**config.mk**
```make
export PLATFORM = sky130hd
export DESIGN_NAME = lcd_sink
export DESIGN_NICKNAME = d
export VERILOG_FILES = /design/src/rtl/lcd_sink.sv
export SDC_FILE = /design/constraint.sdc
export NUM_CORES = 1
export LEC_CHECK = 0
export CAP_MARGIN = 20
export CORE_UTILIZATION = 65
export CTS_CLUSTER_SIZE = 40
export DETAILED_ROUTE_END_ITERATION = 10
export PLACE_DENSITY = 0.8
export SYNTH_ARGS = -nofsm -noshare
export SYNTH_HDL_FRONTEND = slang
export SYNTH_SLANG_ARGS = --single-unit
```
**constraint.sdc**
```tcl
create_clock -name lcdclk -period 4.03 [get_ports lcdclk]
set_input_delay 0.403 -clock lcdclk [delete_from_list [all_inputs] [get_ports lcdclk]]
set_output_delay 0.403 -clock lcdclk [all_outputs]
set_load 0.01 [all_outputs]
```
**src/rtl/lcd_sink.sv**
```systemverilog
// Passive observer of an HD44780-style LCD bus that mirrors written characters into a 32-entry buffer.
// Optional sticky error flags are enabled with `define LCD_SINK_ERR_EN.
module lcd_sink (
    input  logic       lcdclk,
    input  logic       reset,
    input  logic       lcd_rs,
    input  logic       lcd_rw,
    input  logic       lcd_en,
    input  logic [7:0] lcd_data,
    input  logic [4:0] rd_addr,
    output logic [7:0] rd_data,
    output logic       cmd_valid,
    output logic       data_valid,
    output logic [7:0] last_byte,
    output logic [4:0] cursor,
    output logic       busy,
    output logic [2:0] err_flags
);

    typedef enum logic {IDLE, CLEAR} state_t;

    logic       en_s1_q, en_s2_q, en_prev_q;
    logic       rs_s1_q, rs_s2_q, rw_s1_q, rw_s2_q;
    logic [7:0] data_s1_q, data_s2_q;
    logic       cap_rs_q, cap_rw_q;
    logic [7:0] cap_data_q;

    state_t     state_q;
    logic       busy_q, id_q, cmd_valid_q, data_valid_q;
    logic [4:0] clr_idx_q, cursor_q;
    logic [7:0] last_byte_q, rd_data_q;
    logic [7:0] mem_q [32];

    logic       fall_d, clearing_d, accept_d, wr_data_d, wr_cmd_d;
    logic       addr_ok_d, mem_we_d;
    logic [4:0] addr_cur_d, mem_wa_d;
    logic [7:0] mem_wd_d;

    always_ff @(posedge lcdclk or posedge reset) begin
        if (reset) begin
            en_s1_q    <= 1'b0;
            en_s2_q    <= 1'b0;
            en_prev_q  <= 1'b0;
            rs_s1_q    <= 1'b0;
            rs_s2_q    <= 1'b0;
            rw_s1_q    <= 1'b0;
            rw_s2_q    <= 1'b0;
            data_s1_q  <= '0;
            data_s2_q  <= '0;
            cap_rs_q   <= 1'b0;
            cap_rw_q   <= 1'b0;
            cap_data_q <= '0;
        end else begin
            en_s1_q   <= lcd_en;
            en_s2_q   <= en_s1_q;
            en_prev_q <= en_s2_q;
            rs_s1_q   <= lcd_rs;
            rs_s2_q   <= rs_s1_q;
            rw_s1_q   <= lcd_rw;
            rw_s2_q   <= rw_s1_q;
            data_s1_q <= lcd_data;
            data_s2_q <= data_s1_q;
            // Held while en is high so the falling edge sees the last stable bus values.
            if (en_s2_q) begin
                cap_rs_q   <= rs_s2_q;
                cap_rw_q   <= rw_s2_q;
                cap_data_q <= data_s2_q;
            end
        end
    end

    always_comb begin
        fall_d     = en_prev_q & ~en_s2_q;
        clearing_d = (state_q == CLEAR);
        accept_d   = fall_d & ~clearing_d & ~cap_rw_q;
        wr_data_d  = accept_d & cap_rs_q;
        wr_cmd_d   = accept_d & ~cap_rs_q;
        addr_ok_d  = 1'b0;
        addr_cur_d = cursor_q;
        if (cap_data_q[6:4] == 3'b000) begin
            addr_ok_d  = 1'b1;
            addr_cur_d = {1'b0, cap_data_q[3:0]};
        end else if (cap_data_q[6:4] == 3'b100) begin
            addr_ok_d  = 1'b1;
            addr_cur_d = {1'b1, cap_data_q[3:0]};
        end
        mem_we_d = clearing_d | wr_data_d;
        mem_wa_d = clearing_d ? clr_idx_q : cursor_q;
        mem_wd_d = clearing_d ? 8'h20 : cap_data_q;
    end

    always_ff @(posedge lcdclk or posedge reset) begin
        if (reset) begin
            state_q      <= IDLE;
            busy_q       <= 1'b0;
            id_q         <= 1'b1;
            clr_idx_q    <= '0;
            cursor_q     <= '0;
            cmd_valid_q  <= 1'b0;
            data_valid_q <= 1'b0;
            last_byte_q  <= '0;
        end else begin
            cmd_valid_q  <= 1'b0;
            data_valid_q <= 1'b0;
            case (state_q)
                IDLE: ;
                CLEAR: begin
                    clr_idx_q <= clr_idx_q + 5'd1;
                    if (clr_idx_q == 5'd31) begin
                        state_q <= IDLE;
                        busy_q  <= 1'b0;
                    end
                end
                default: state_q <= IDLE;
            endcase
            if (wr_data_d) begin
                data_valid_q <= 1'b1;
                last_byte_q  <= cap_data_q;
                cursor_q     <= id_q ? cursor_q + 5'd1 : cursor_q - 5'd1;
            end
            if (wr_cmd_d) begin
                cmd_valid_q <= 1'b1;
                last_byte_q <= cap_data_q;
                if (cap_data_q == 8'h01) begin
                    state_q   <= CLEAR;
                    busy_q    <= 1'b1;
                    clr_idx_q <= '0;
                    cursor_q  <= '0;
                    id_q      <= 1'b1;
                end else if (cap_data_q[7:1] == 7'b0000001) begin
                    cursor_q <= '0;
                end else if (cap_data_q[7:2] == 6'b000001) begin
                    id_q <= cap_data_q[1];
                end else if (cap_data_q[7] && addr_ok_d) begin
                    cursor_q <= addr_cur_d;
                end
            end
        end
    end

    // Buffer has no reset so an aborted sweep leaves its contents in place.
    always_ff @(posedge lcdclk) begin
        if (mem_we_d) mem_q[mem_wa_d] <= mem_wd_d;
    end

    always_ff @(posedge lcdclk or posedge reset) begin
        if (reset) rd_data_q <= '0;
        else       rd_data_q <= mem_q[rd_addr];
    end

`ifdef LCD_SINK_ERR_EN
    logic [2:0] err_q;
    always_ff @(posedge lcdclk or posedge reset) begin
        if (reset) begin
            err_q <= '0;
        end else if (fall_d) begin
            if (clearing_d)                          err_q[0] <= 1'b1;
            else if (cap_rw_q)                       err_q[1] <= 1'b1;
            else if (!cap_rs_q && cap_data_q[7] && !addr_ok_d) err_q[2] <= 1'b1;
        end
    end
    assign err_flags = err_q;
`else
    assign err_flags = 3'b000;
`endif

    assign rd_data    = rd_data_q;
    assign cmd_valid  = cmd_valid_q;
    assign data_valid = data_valid_q;
    assign last_byte  = last_byte_q;
    assign cursor     = cursor_q;
    assign busy       = busy_q;

endmodule

```
==> impl_metrics.json <==
{
  "dr.first_iter.drc_count": 685,
  "dr.pass1.iters": 5,
  "status": "finished clean",
  "slowest_stage": "nor2_1",
  "rows": 49,
  "synth_edf_count": 256,
  "final_hold_viol_count": 0,
  "final_antenna_net_count": 0,
  "initial_utilization_pct": 67.3,
  "die_area_sq_mm": 0.0195,
  "track_usage_pct": 29.2,
  "power.density_mw_per_mm2": 536,
  "p_leak_nw": 4.75,
  "syn-cell-area_sq_mm": 0.0123,
  "cap_viol_max_count": 0,
  "tightestPinTransition_ns": 0.994,
  "drc": 0,
  "yosys-top-cells-area": "edfxtp_1 (63%), dfrtp_1 (13%), mux4_2 (12%)",
  "path_clk_slew_ns": 0.06,
  "critPathKind": "reg2reg",
  "fmax_mhz": 384,
  "coreArea_sq_mm": 0.0183,
  "ir_worst_vdd_mv": 0.402,
  "synth-seq-area-share_pct": 75.6,
  "fin_skew_ns": 0.00681,
  "dieWidth_um": 140,
  "setup_tns_ns": 0,
  "post_dp_cell_area_sq_mm": 0.0129,
  "synth_most_common_cell": "edfxtp_1",
  "setup_viol": 0,
  "synthFlopType": "edfxtp_1",
  "cts_buffers": 30,
  "start_kind": "register",
  "multiInputGateArea_sq_mm": 0.00288,
  "h-tree-depth": 1,
  "first_global_vias": 6625,
  "dp_hpwl_mm": 16.2,
  "critPathArrivalTime_ns": 2.79,
  "max-slew-margin-rel_pct": 33.6,
  "critPathLaunch": "en_s2_q$_DFF_PP0_",
  "antenna_found_initial": 0,
  "path_cells": "nand2b_1, or2_4, clkinv_2, a32oi_2, nor2_1",
  "vias_per_cell": 6.80,
  "hold_buffers": 0,
  "period_minus_slack_ns": 2.61,
  "rsz0062_at_grt": "no",
  "root_buffer": "clkbuf_16",
  "yosysTopAreaCell": "edfxtp_1",
  "ys_ff_latch": 320,
  "grt_overflow": 0,
  "critPathBufInv": 1,
  "grt_pass1_wl_mm": 40.9,
  "synth_warnings": 0,
  "insertion_delay_ns": 0.55,
  "worstPathRequired_ns": 4.21,
  "holdWs_ns": 0.290,
  "gp_congestion": 0.844,
  "drt-total-wl_mm": 26.9,
  "yosys.area.top_type_share_pct": 62.5,
  "cts_setup_buffers": 0,
  "async_reset_ff_share_pct": 20.0,
  "cp_max_fo": 14,
  "wl_per_cell_um": 28.3,
  "postSynthAreaPerCell_sq_um": 19.1,
  "vias": 6471,
  "synth.distinct_cells": 54,
  "fill_cells": 975,
  "cts_tree": "built",
  "layout-drive-gt1-share_pct": 22.3,
  "synthToLayoutAreaGrowth_pct": 13.5,
  "clockBufferDepth": 3,
  "post-route-util_pct": 76.4,
  "slowest_delay_ns": 0.65,
  "period_share_pct": 64.7,
  "stdcell_area_sq_mm": 0.0140,
  "hold_path.class": "in2reg",
  "crit-reg2reg-launch": "en_s2_q$_DFF_PP0_",
  "p_total_w": 0.00748,
  "synth_common_cells": "edfxtp_1 (256), mux4_2 (64), dfrtp_1 (63)",
  "nets": 723,
  "grt_max_degree": 65,
  "io_pins": 45,
  "ctsResizeCount": 0,
  "worstHoldStart": "lcd_data[6]",
  "diodes": 0,
  "ff_latch_area_sq_mm": 0.00929,
  "portBuffers": 41,
  "crit_path_end_kind": "register",
  "cts.sink_count": 320,
  "maxSlewViolCount": 0,
  "die_h_um": 140,
  "synthCells": 645,
  "cp_top_family": "simple AND/OR/NAND/NOR gates"
}
## path summary, 6_finish.rpt
kind	to	slack [ns]	depth (start not counted)
setup / recovery	mem_q[25][4]$_DFFE_PP_	1.42	5
hold / removal	data_s1_q[6]$_DFF_PP0_	0.29	1
setup reg to reg	mem_q[25][4]$_DFFE_PP_	1.42	5
hold reg to reg	rs_s2_q$_DFF_PP0_	0.35	0
max in group asynchronous	id_q$_DFFE_PP1P_	2.90	3
min in group asynchronous	rd_data[7]$_DFF_PP0_	0.35	2
## cell usage in the layout (no fill, tap or decap), drive strengths merged, types with 3 or more instances in the layout
master	n
nor2b	7
nand2b	4
nor3	3
inv	10
mux2i	5
nor4	9
nand2	43
or3b	3
mux4	64
nor2	58
clkinv	10
buf	9
or2	3
o22ai	33
mux2	10
clkdlybuf4s50	39
a21oi	6
a211oi	3
xor2	3
dfrtp	63
edfxtp	256
conb	3
ha	5
clkbuf	42
nand3b	4
## registers in the layout, indices dropped and copies added (netlist names), 5 cells and up
name        flops
cap_data_q      8
clr_idx_q       5
cursor          5
data_s1_q       8
data_s2_q       8
last_byte       8
mem_q         256
rd_data         8
## where the power goes
group | internal [W] | switching, W | leakage, nW
clock network | 0.00164 | 0.00118 | 0.506
registers | 0.00373 | 0.000118 | 3.07
logic | 0.000325 | 0.000497 | 1.18
total | 0.00569 | 0.00179 | 4.75
## per-layer routing
layer | part of all wire (%) | GRT usage (%) | routed length (um) | vias up
li1 | - | - | - | 2661
met1 | 38 | 40.7 | 10400 | 3352
met2 | 50 | 47.2 | 13400 | 384
met3 | 8.6 | 4.92 | 2310 | 74
met4 | 3.4 | 11.4 | 915 | 0
met5 | 0 | 0 | 0 | -
## final cells by class
cell class              instances  area share, %
clock buffers                  42           6.52
clock inverters                14          0.735
inverters                       9          0.251
multi-input cells             290           20.6
flip-flops and latches        320           66.6
well taps                     229           2.05
repair buffers                 48           3.26
## through the flow
step | setup WS, ns | std cells
detailed placement | 1.44 | 896
global placement | 1.56 | 896
floorplan | 1.83 | 647
CTS | 1.44 | 952
global route | 1.33 | 952
finish | 1.42 | 952
## cells by family after synthesis
kind of cell	after synthesis	synth area share, %
adder cells (fa/ha/maj)	6	0.672
other	1	0.0305
buffers and inverters	37	1.50
AND/OR/NAND/NOR	143	5.73
XOR/XNOR	5	0.356
flip-flops	320	75.6
AO/OA/AOI/OAI	54	3.08
multiplexers	79	13.0
Power figures use the tool's default switching activity.
